<file path="src/rtl/seq_pattern_detector.sv">
// Programmable serial bit-pattern detector. It compares the most recent len accepted bits
// against a loadable pattern and keeps a saturating count of matches.
module seq_pattern_detector #(
  parameter int                   PAT_WIDTH   = 4,
  parameter int                   CNT_WIDTH   = 8,
  parameter logic [PAT_WIDTH-1:0] DEFAULT_PAT = PAT_WIDTH'(4'b1011),
  localparam int                  LEN_W       = $clog2(PAT_WIDTH + 1)
) (
  input  logic                 clock,
  input  logic                 reset_n,
  input  logic                 sequence_in,
  input  logic                 seq_valid,
  input  logic                 cfg_load,
  input  logic [PAT_WIDTH-1:0] cfg_pattern,
  input  logic [LEN_W-1:0]     cfg_len,
  input  logic                 cfg_overlap,
  input  logic                 clear_count,
  output logic                 detector_out,
  output logic [CNT_WIDTH-1:0] match_count,
  output logic                 cfg_error
);

  localparam int                   DEF_LEN = (PAT_WIDTH < 4) ? PAT_WIDTH : 4;
  localparam logic [LEN_W-1:0]     FULL    = LEN_W'(PAT_WIDTH);
  localparam logic [CNT_WIDTH-1:0] CNT_MAX = '1;

  logic [PAT_WIDTH-1:0] pat;
  logic [PAT_WIDTH-1:0] hist;
  logic [PAT_WIDTH-1:0] nh;
  logic [PAT_WIDTH-1:0] mask;
  logic [LEN_W-1:0]     len;
  logic [LEN_W-1:0]     fill;
  logic [LEN_W-1:0]     nf;
  logic                 ovl;
  logic                 match;
  logic                 cfg_ok;
  logic                 hit;

  // Candidate history/fill if the current bit is accepted; mask keeps the low len bits.
  always_comb begin
    nh = {hist[PAT_WIDTH-2:0], sequence_in};
    nf = (fill == FULL) ? FULL : fill + 1'b1;
    for (int i = 0; i < PAT_WIDTH; i++) begin
      mask[i] = (LEN_W'(i) < len);
    end
    match  = (nf >= len) && (((nh ^ pat) & mask) == '0);
    cfg_ok = (cfg_len != '0) && (cfg_len <= FULL);
    hit    = seq_valid && !cfg_load && match;
  end

  always_ff @(posedge clock or negedge reset_n) begin
    if (!reset_n) begin
      pat          <= DEFAULT_PAT;
      len          <= LEN_W'(DEF_LEN);
      ovl          <= 1'b1;
      hist         <= '0;
      fill         <= '0;
      detector_out <= 1'b0;
      cfg_error    <= 1'b0;
    end else begin
      detector_out <= 1'b0;
      if (cfg_load) begin
        // A rejected load leaves the running configuration and history untouched.
        if (cfg_ok) begin
          pat       <= cfg_pattern;
          len       <= cfg_len;
          ovl       <= cfg_overlap;
          hist      <= '0;
          fill      <= '0;
          cfg_error <= 1'b0;
        end else begin
          cfg_error <= 1'b1;
        end
      end else if (seq_valid) begin
        hist         <= nh;
        detector_out <= match;
        fill         <= (match && !ovl) ? '0 : nf;
      end
    end
  end

  always_ff @(posedge clock or negedge reset_n) begin
    if (!reset_n) begin
      match_count <= '0;
    end else if (clear_count) begin
      match_count <= '0;
    end else if (hit && (match_count != CNT_MAX)) begin
      match_count <= match_count + 1'b1;
    end
  end

endmodule

</file>
<file path="config.mk">
export PLATFORM = sky130hd
export DESIGN_NAME = seq_pattern_detector
export DESIGN_NICKNAME = d
export VERILOG_FILES = /design/src/rtl/seq_pattern_detector.sv
export SDC_FILE = /design/constraint.sdc
export NUM_CORES = 1
export LEC_CHECK = 0
export BUFFER_PORTS_ARGS = -buffer_cell sky130_fd_sc_hd__buf_2
export CAP_MARGIN = 10
export CORE_MARGIN = 5
export CORE_UTILIZATION = 54
export DETAILED_ROUTE_END_ITERATION = 10
export GPL_TIMING_DRIVEN = 1
export PLACE_DENSITY = 0.89
export SLEW_MARGIN = 15
export SYNTH_ARGS = -nofsm -noshare
export SYNTH_HDL_FRONTEND = slang
export SYNTH_SLANG_ARGS = --single-unit
</file>
<file path="constraint.sdc">
create_clock -name clock -period 3 [get_ports clock]
set_clock_uncertainty 0.05 [all_clocks]
set_input_delay 0.75 -clock clock [delete_from_list [all_inputs] [get_ports clock]]
set_output_delay 0.75 -clock clock [all_outputs]
set_load 0.01 [all_outputs]
</file>
---- After elaboration in Yosys (flattened, before gate mapping) ----
Cells that the tools add are included.
word-level totals
  word-level logic and storage cells ...... 48
  output and inout bits ................... 10
  register bits after elaboration ......... 24
  bits of input ports ..................... 14
cells by class
  bitwise gates (word level) .............. 2
  add/sub/neg operators ................... 2
  $lt $le $gt $ge ......................... 6
  reductions and logical operators ........ 14
  muxes and demuxes ....................... 13
  equal/unequal tests ..................... 3
operators by type and width
  cell                   count
  $mux W3                8
  $mux W8                2
  $add A8 B1 Y8 const B  1
  $ne A8 B8 Y1 const B   1
  $logic_and A1 B1 Y1    6
  $lt A1 B3 Y1 const A   2
  $lt A2 B3 Y1 const A   2
  $and A4 B4 Y4          1
  $logic_not A4 Y1       1
  $reduce_and A2 Y1      2
  $reduce_bool A2 Y1     2
  $xor A4 B4 Y4          1
  $add A3 B1 Y3 const B  1
  $eq A3 B3 Y1 const B   1
  $ge A3 B3 Y1           1
  $le A3 B3 Y1 const B   1
  $mux W1                3
  $reduce_bool A3 Y1     1
  $logic_not A1 Y1       2
  $ne A2 B1 Y1 const B   1

---- Logic depth before layout (Yosys ltp) ----
Gate-level depths: netlist of the first run.
  depth after elaboration ................. 8
  mapped depth ............................ 11
  gate-level depth less buffers ........... 10

---- Least setup slack after synthesis of the first run ----
OpenSTA, ideal clock, no wires.
  path type ............................... reg-to-reg
  from .................................... reg fill[0]
  to ...................................... reg match_count[6]
  data arrival time ....................... 2.076 ns
  buffers on the path ..................... 1
  library setup time ...................... 0.128 ns
  cell stages (with the launch flop) ...... 12
  period minus slack after synthesis ...... 2.253 ns
  setup slack ............................. 0.747 ns
  path through ............................ dfrtp_1 inv_1 ha_1 nor2_1 nor2_1 ha_1 nand2_1 o21ai_1 nand4_2 buf_6 nor4_2 mux2_1
between the ends
  cells in the longest elaborated chain, start to end .. 7
  elaborated cells on any way between the ends .. 8
  those cells by class .................... add/sub (1); order compare (1); eq/ne (1); mux (1); reduce/logical (4)
RTL lines
  what                                                  RTL line  source
  from (decl)                                           32        logic [LEN_W-1:0] fill;
  from (signal assigned)                                77        fill <= (match && !ovl) ? '0 : nf;
  $add A3 B1 Y3 / $eq A3 B3 Y1 (equally long branches)  42        nf = (fill == FULL) ? FULL : fill + 1'b1;
  $mux W3 (*)                                           42
  $ge A3 B3 Y1 (*)                                      46        match = (nf >= len) && (((nh ^ pat) & mask) == '0);
  $logic_and A1 B1 Y1 (*)                               46
  $logic_and A1 B1 Y1 (*)                               48        hit = seq_valid && !cfg_load && match;
  $logic_and A1 B1 Y1 (*)                               87        end else if (hit && (match_count != CNT_MAX)) begin
  $reduce_bool A2 Y1 (no source line) (*)               n/a
  to (signal assigned)                                  88        match_count <= match_count + 1'b1;
  to (decl)                                             19        output logic [CNT_WIDTH-1:0] match_count,
Every way passes the cells marked *; elsewhere a longest branch is shown, timed or not.
A chain may end at the register's enable or synchronous reset.

---- Worst setup path after layout of the first run ----
  from .................................... reg fill[0]
  to ...................................... reg match_count[4]
The elaborated chain is that of the path after synthesis.

==> run summary, run 1 <==
ys async rst share: 100.0%
Pins Over Slew Limit: 0
non-filler cells, final: 180
CP max-delay cell: nor4_1
initial antenna violation count: 0
Syn Inst Count: 128
# H-tree levels: 1
Main synth FF type: dfrtp_1
setup TNS: 0 ns
outcome: complete, no violations
hold_buf cts: 0
first-pass GRT wire length: 4.567 mm
I/O pins: 24
Die Y: 59.30 µm
Tot GR Track Use: 17.05%
CTS Buffer Depth: 2
post-synthesis sequential area ratio: 46.23%
worst slew pin tran: 0.6414 ns
area grow syn2layout: 14.20%
Root Buffer: clkbuf_4
share of cells above drive strength 1: 25.66%
Leak: 0.6905 nW
minimum clock period: 2.639 ns
Cell Pwr Density: 552.1 mW/mm²
Port Buf Inserts: 23
setup ws final: 0.3608 ns
TritonCTS Buffers: 3
routability cong.: 0.8673
synthesized area: 0.001313 mm²
CP Capture Type: flip-flop
ANT nets after route: 0
post-placement cell count: 176
Max-Cap Viols: 0
1st-iter DRT viols: 22
GR Overflow Total: 0
worst-path maximum fanout: 14
Final period util: 87.97%
clk_lat worst skew: 0.32 ns
VDD IR-drop max: 443.0 µV
setup repair after global routing missed its margin: false
clk slew on worst S/H paths: 0.13 ns
DIE AREA: 0.003516 mm²
pre-CTS WS: 0.4773 ns
initial core utilization: 57.67%
core area: 0.002276 mm²
CP Data Arrival Time: 2.81 ns
sw frac: 29.43%
CP Cell Sequence: inv_1 > ha_1 > nor2_1 > nor2_1 > ha_1 > nand2_1 > o21ai_1 > nand4_2 > nor4_1 > mux2_1
via count: 1033
vias in the first global route: 1018
Util after Layout: 65.86%
Nets: 173
setup repair bufs after CTS: 0
CTS Sinks: 24
syn avg cell area: 10.25 µm²
#FFs+latches synth: 24
power share of the combinational group: 23.2%
final hold vios: 0
Distinct cells, synth: 32
CP required: 3.17 ns
cts repair resizes: 0
Seq pwr share: 48.4%
Sw Pwr: 0.0002436 W
Peak Freq: 378.9 MHz
TritonCTS clock tree: yes
antenna cells: 0
Residual DRC: 0
largest net degree at the start of global routing: 25
row cnt: 17
drt first pass iters: 4
CP Class: reg2reg
dpl hpwl: 1.924 mm
vias per std cell: 5.739
EDFF count, synth: 0
drt total wl: 2.623 mm
Slew HR: 57.12%
setup violators final: 0
min-delay worst type: in2async
startpoint types: flip-flop
clock power share: 28.3%
Die X: 59.30 µm
internal power: 0.0005841 W
routed len/inst: 14.57 µm
Synthesized Nets: 148
Ys Warns: 0
crit-path max cell delay: 0.45 ns
flip-flops by register name, summed over array words and instances (netlist names):
signal / flops
match_count: 8
pat: 4
fill: 3
hist: 3
len: 3
cfg_error: 1
detector_out: 1
ovl: 1
final cells by class:
type                       count  area, µm²
tap                           28      35.03
fill                         151      777.0
inverter                       7      26.28
clock inverter                 1      30.03
timing repair buffer          24      122.6
clock buffer                   3      22.52
multi-input combinational     93      655.6
sequential                    24      606.8
final timing paths:
kind | cells past startpoint | slack (ns) | to | start
hold / removal | 1 | 0.33 | fill[1]$_DFFE_PN0P_ | reset_n
max in group asynchronous | 1 | 2.20 | len[2]$_DFFE_PN1P_ | reset_n
setup reg to reg | 10 | 0.36 | match_count[4]$_DFFE_PN0P_ | fill[0]$_DFFE_PN0P_
setup / recovery | 10 | 0.36 | match_count[4]$_DFFE_PN0P_ | fill[0]$_DFFE_PN0P_
hold reg to reg | 1 | 0.44 | cfg_error$_DFFE_PN0P_ | cfg_error$_DFFE_PN0P_
min in group clock | 1 | 0.44 | cfg_error$_DFFE_PN0P_ | cfg_error$_DFFE_PN0P_
cells by family after synthesis:
logic type	after synthesis	synth area share (%)
xor gates and xnor gates	4	2.670
muxes	12	10.20
AOI/OAI and AO/OA	21	11.63
buffers and inverters	11	3.813
and+or+nand+nor	50	19.73
DFF	24	46.24
adders and majority gates	6	5.720
layout by cell type (no fill, tap or decap), drive strengths merged:
cell,netlist,layout
o21ai,7,7
nand2,13,13
nand4,3,3
buf,2,24
nor2b,5,5
dfrtp,19,19
nand3,8,8
a221oi,1,1
or4,2,2
o21a,1,1
nor2,10,10
xnor2,1,1
clkbuf,2,3
a21oi,5,5
mux2,11,11
o31ai,4,4
ha,6,6
nor4,2,2
a2bb2oi,1,1
inv,7,7
bufinv,0,1
a211oi,1,1
nand2b,3,3
or3,3,3
mux2i,1,1
dfstp,5,5
nor3,1,1
xor2,3,3
a211o,1,1
metal layers:
| metal | track usage, % | up-vias | wire (µm) |
|---|---|---|---|
| li1 | - | 500 | - |
| met1 | 21.05 | 506 | 1153 |
| met2 | 29.17 | 23 | 1343 |
| met3 | 1.961 | 4 | 82 |
| met4 | 8.414 | 0 | 44 |
| met5 | 0 | - | 0 |
synth_stat cells (all sizes together) (3+ instances only):
cell type | n | area [µm²]
a21oi | 5 | 28.78
dfrtp | 19 | 475.5
dfstp | 5 | 131.4
ha | 6 | 75.07
inv | 7 | 26.28
mux2 | 11 | 123.9
nand2 | 13 | 48.80
nand2b | 3 | 18.77
nand3 | 8 | 40.04
nand4 | 3 | 25.02
nor2 | 10 | 37.54
nor2b | 5 | 31.28
o21ai | 7 | 35.03
o31ai | 4 | 30.03
or3 | 3 | 18.77
xor2 | 3 | 26.28
through the flow:
stage / hold WS (ns) / total power, W / area, µm²
after detailed placement: 0.4161 / 0.0005959 / 1446
final: 0.3329 / 0.0008276 / 1499
after floorplan: 0.4044 / 0.0005440 / 1313
after CTS: 0.3467 / 0.0008302 / 1499
after global routing: 0.3618 / 0.0008801 / 1499
after global placement: 0.4078 / 0.0005784 / 1446
power by group through the flow:
stage	combinational [W]	sequential, W	clock (W)
finish	0.000192	0.000401	0.000234
floorplan	0.000145	0.000399	0
detailed placement	0.000189	0.000407	0
global route	0.000222	0.000406	0.000252
global placement	0.000176	0.000402	0
CTS	0.000195	0.000400	0.000235
worst max-delay path, delay by kind of cell (launching register included):
kind | cells | cell delay, ns
buf+inv | 1 | 0.07
flops | 1 | 0.41
simple gates | 5 | 0.99
compound gates | 1 | 0.16
fa+ha+maj | 2 | 0.49
mux | 1 | 0.35
Note: power is estimated with default switching activity, not from simulation.
==> run 2, diff against run 1 <==
--- a/config.mk
+++ b/config.mk
@@ -5,13 +5,14 @@
 export SDC_FILE = /design/constraint.sdc
 export NUM_CORES = 1
 export LEC_CHECK = 0
+export ABC_AREA = 1
 export BUFFER_PORTS_ARGS = -buffer_cell sky130_fd_sc_hd__buf_2
 export CAP_MARGIN = 10
 export CORE_MARGIN = 5
 export CORE_UTILIZATION = 54
 export DETAILED_ROUTE_END_ITERATION = 10
 export GPL_TIMING_DRIVEN = 1
-export PLACE_DENSITY = 0.89
+export PLACE_DENSITY = 0.88
 export SLEW_MARGIN = 15
 export SYNTH_ARGS = -nofsm -noshare
 export SYNTH_HDL_FRONTEND = slang
==> run summary, run 2 <==
antenna cells: 0
number of flip-flops in the largest register: 8
Commonest cells post-synth: 53 x nand2_1, 19 x dfrtp_1, 19 x inv_1, 16 x nand3_1, 15 x nor2_1
most frequent cells in the layout: 53 x nand2_1, 23 x buf_2, 19 x inv_1, 19 x dfrtp_1, 16 x nand3_1
setup TNS: 0 ns
post-placement cell count: 220
drt total wl: 2.599 mm
Worst R2R Path Depth: 10
Residual DRC: 0
Port Buf Inserts: 23
hold_buf cts: 0
Ys Warns: 0
clk_lat worst skew: 0.32 ns
CP Class: reg2reg
Synthesized Nets: 189
core area: 0.002432 mm²
Tot Pwr: 0.001045 W
Die X: 60.10 µm
post-synthesis sequential area ratio: 44.78%
routed len/inst: 11.60 µm
synthesized area: 0.001355 mm²
initial antenna violation count: 0
Root Buffer: clkbuf_4
largest cells by area after synthesis: dfrtp_1 35%, nand2_1 15%, dfstp_2 9.7%
ANT nets after route: 0
CP required: 3.17 ns
GR Overflow Total: 0
initial core utilization: 55.71%
Slew HR: 64.77%
CP Cell Sequence: ha_1 > or2_2 > nand3_1 > ha_1 > a21oi_1 > o211ai_4 > nand4_4 > nand2_4 > nand2_1 > nand2_1
DIE AREA: 0.003611 mm²
most flop-heavy register: match_count
routability cong.: 0.8004
min-delay worst type: in2async
Nets: 215
first-pass GRT wire length: 4.685 mm
# H-tree levels: 1
CP Capture Type: flip-flop
setup violators final: 0
setup ws final: 0.8188 ns
non-filler cells, final: 224
EDFF count, synth: 0
Die Y: 60.10 µm
Final period util: 72.71%
CP Data Arrival Time: 2.35 ns
clk slew on worst S/H paths: 0.14 ns
I/O pins: 24
CTS Sinks: 24
vias per std cell: 5.049
TritonCTS Buffers: 3
ys async rst share: 100.0%
final hold vios: 0
pre-CTS WS: 0.8363 ns
via count: 1131
Largest regs: match_count x8, pat x4
FF-to-FF End: match_count[5]$_DFFE_PN0P_
Fillers: 216
share of cells above drive strength 1: 21.65%
setup repair after global routing missed its margin: false
Distinct cells, synth: 27
VDD IR-drop max: 451.9 µV
vias in the first global route: 1095
outcome: complete, no violations
cts repair resizes: 0
1st-iter DRT viols: 25
dpl hpwl: 2.005 mm
Main synth FF type: dfrtp_1
Tot GR Track Use: 17.09%
area leader, netlist: dfrtp_1
crit-path max cell delay: 0.42 ns
area grow syn2layout: 14.40%
R2R Path Start: fill[0]$_DFFE_PN0P_
commonest non-fill, non-tap cell in the layout: nand2_1
Peak Freq: 458.5 MHz
Pins Over Slew Limit: 0
CTS Buffer Depth: 2
setup repair bufs after CTS: 0
Leak: 0.8213 nW
syn avg cell area: 8.018 µm²
minimum clock period: 2.181 ns
R2R Setup Slk: 0.82 ns
Max-Cap Viols: 0
row cnt: 18
TritonCTS clock tree: yes
Syn Inst Count: 169
largest net degree at the start of global routing: 25
drt first pass iters: 4
cell with the most instances after synthesis: nand2_1
startpoint types: flip-flop
worst slew pin tran: 0.5284 ns
Cell Pwr Density: 673.9 mW/mm²
#FFs+latches synth: 24
post-synth top area share: 35.09%
worst-path maximum fanout: 9
CP max-delay cell: dfrtp_1
## run 2: cell count changes in the layout (fill, tap and decap cells not counted), sizes merged, moves of 3 or more
cell    change
nand2      +43
inv        +13
mux2       -11
nand3       +9
nor2        +7
nor2b       -5
a21oi       -4
o31ai       -4
nand2b      -3
o22ai       +3
or3         -3
## run 2: worst max-delay path by stage
| stage | slack [ns] | from | to |
|---|---|---|---|
| finish | 0.82 | fill[0]$_DFFE_PN0P_ | match_count[5]$_DFFE_PN0P_ |
| floorplan | 0.98 | fill[0]$_DFFE_PN0P_ | match_count[4]$_DFFE_PN0P_ |
| global placement | 0.92 | fill[0]$_DFFE_PN0P_ | match_count[1]$_DFFE_PN0P_ |
| global route | 0.68 | fill[0]$_DFFE_PN0P_ | fill[0]$_DFFE_PN0P_ |
| CTS | 0.83 | fill[0]$_DFFE_PN0P_ | match_count[5]$_DFFE_PN0P_ |
| detailed placement | 0.84 | fill[0]$_DFFE_PN0P_ | match_count[1]$_DFFE_PN0P_ |
## run 2: logic make-up (layout without fill, tap and decap cells)
logic type | count (synthesis) | in the layout | share of synthesized area [%]
fa+ha+maj | 6 | 6 | 5.540
simple gates | 96 | 96 | 32.69
compound gates | 15 | 15 | 7.202
buf+inv | 23 | 48 | 6.555
xor+xnor | 5 | 5 | 3.232
flops | 24 | 24 | 44.78
## run 2: worst max-delay path, delay by kind of cell (launching register included)
kind / cells / cell delay (ns)
AO/OA/AOI/OAI: 2 / 0.38
flip-flops: 1 / 0.42
AND/OR/NAND/NOR: 6 / 0.76
adder cells (fa/ha/maj): 2 / 0.47
## run 2: power breakdown
part	switching (W)	internal [W]	total [W]	leakage, nW
Clock	0.000101	0.000135	0.000236	0.0279
Combinational	0.000230	0.000152	0.000382	0.490
Sequential	0.0000411	0.000385	0.000426	0.304
Total	0.000373	0.000672	0.00104	0.821
## run 2: metrics by stage
| stage | area, µm² | util [%] | hold slack, ns |
|---|---|---|---|
| floorplan | 1355 | - | 0.3944 |
| global placement | 1498 | 61.57 | 0.4085 |
| detailed placement | 1498 | 61.57 | 0.4173 |
| CTS | 1550 | 63.73 | 0.3470 |
| global route | 1550 | 63.73 | 0.3556 |
| finish | 1550 | 63.73 | 0.3329 |
## run 2: final cells by class
type,instances,area [µm²],share of cell area (%)
clock buffers,3,22.52,1.453
repair buffers,23,115.1,7.425
flip-flops and latches,24,606.8,39.14
well taps,30,37.54,2.421
clock inverters,1,30.03,1.937
multi-input cells,122,659.4,42.53
inverters,21,78.83,5.085
## run 2: per-layer routing
layer / up-vias / GRT usage, % / wire length, µm
li1: 585 / - / -
met1: 518 / 22.70 / 1239
met5: - / 0 / 0
met4: 0 / 6.013 / 25
met3: 4 / 3.456 / 113
met2: 24 / 27.47 / 1220
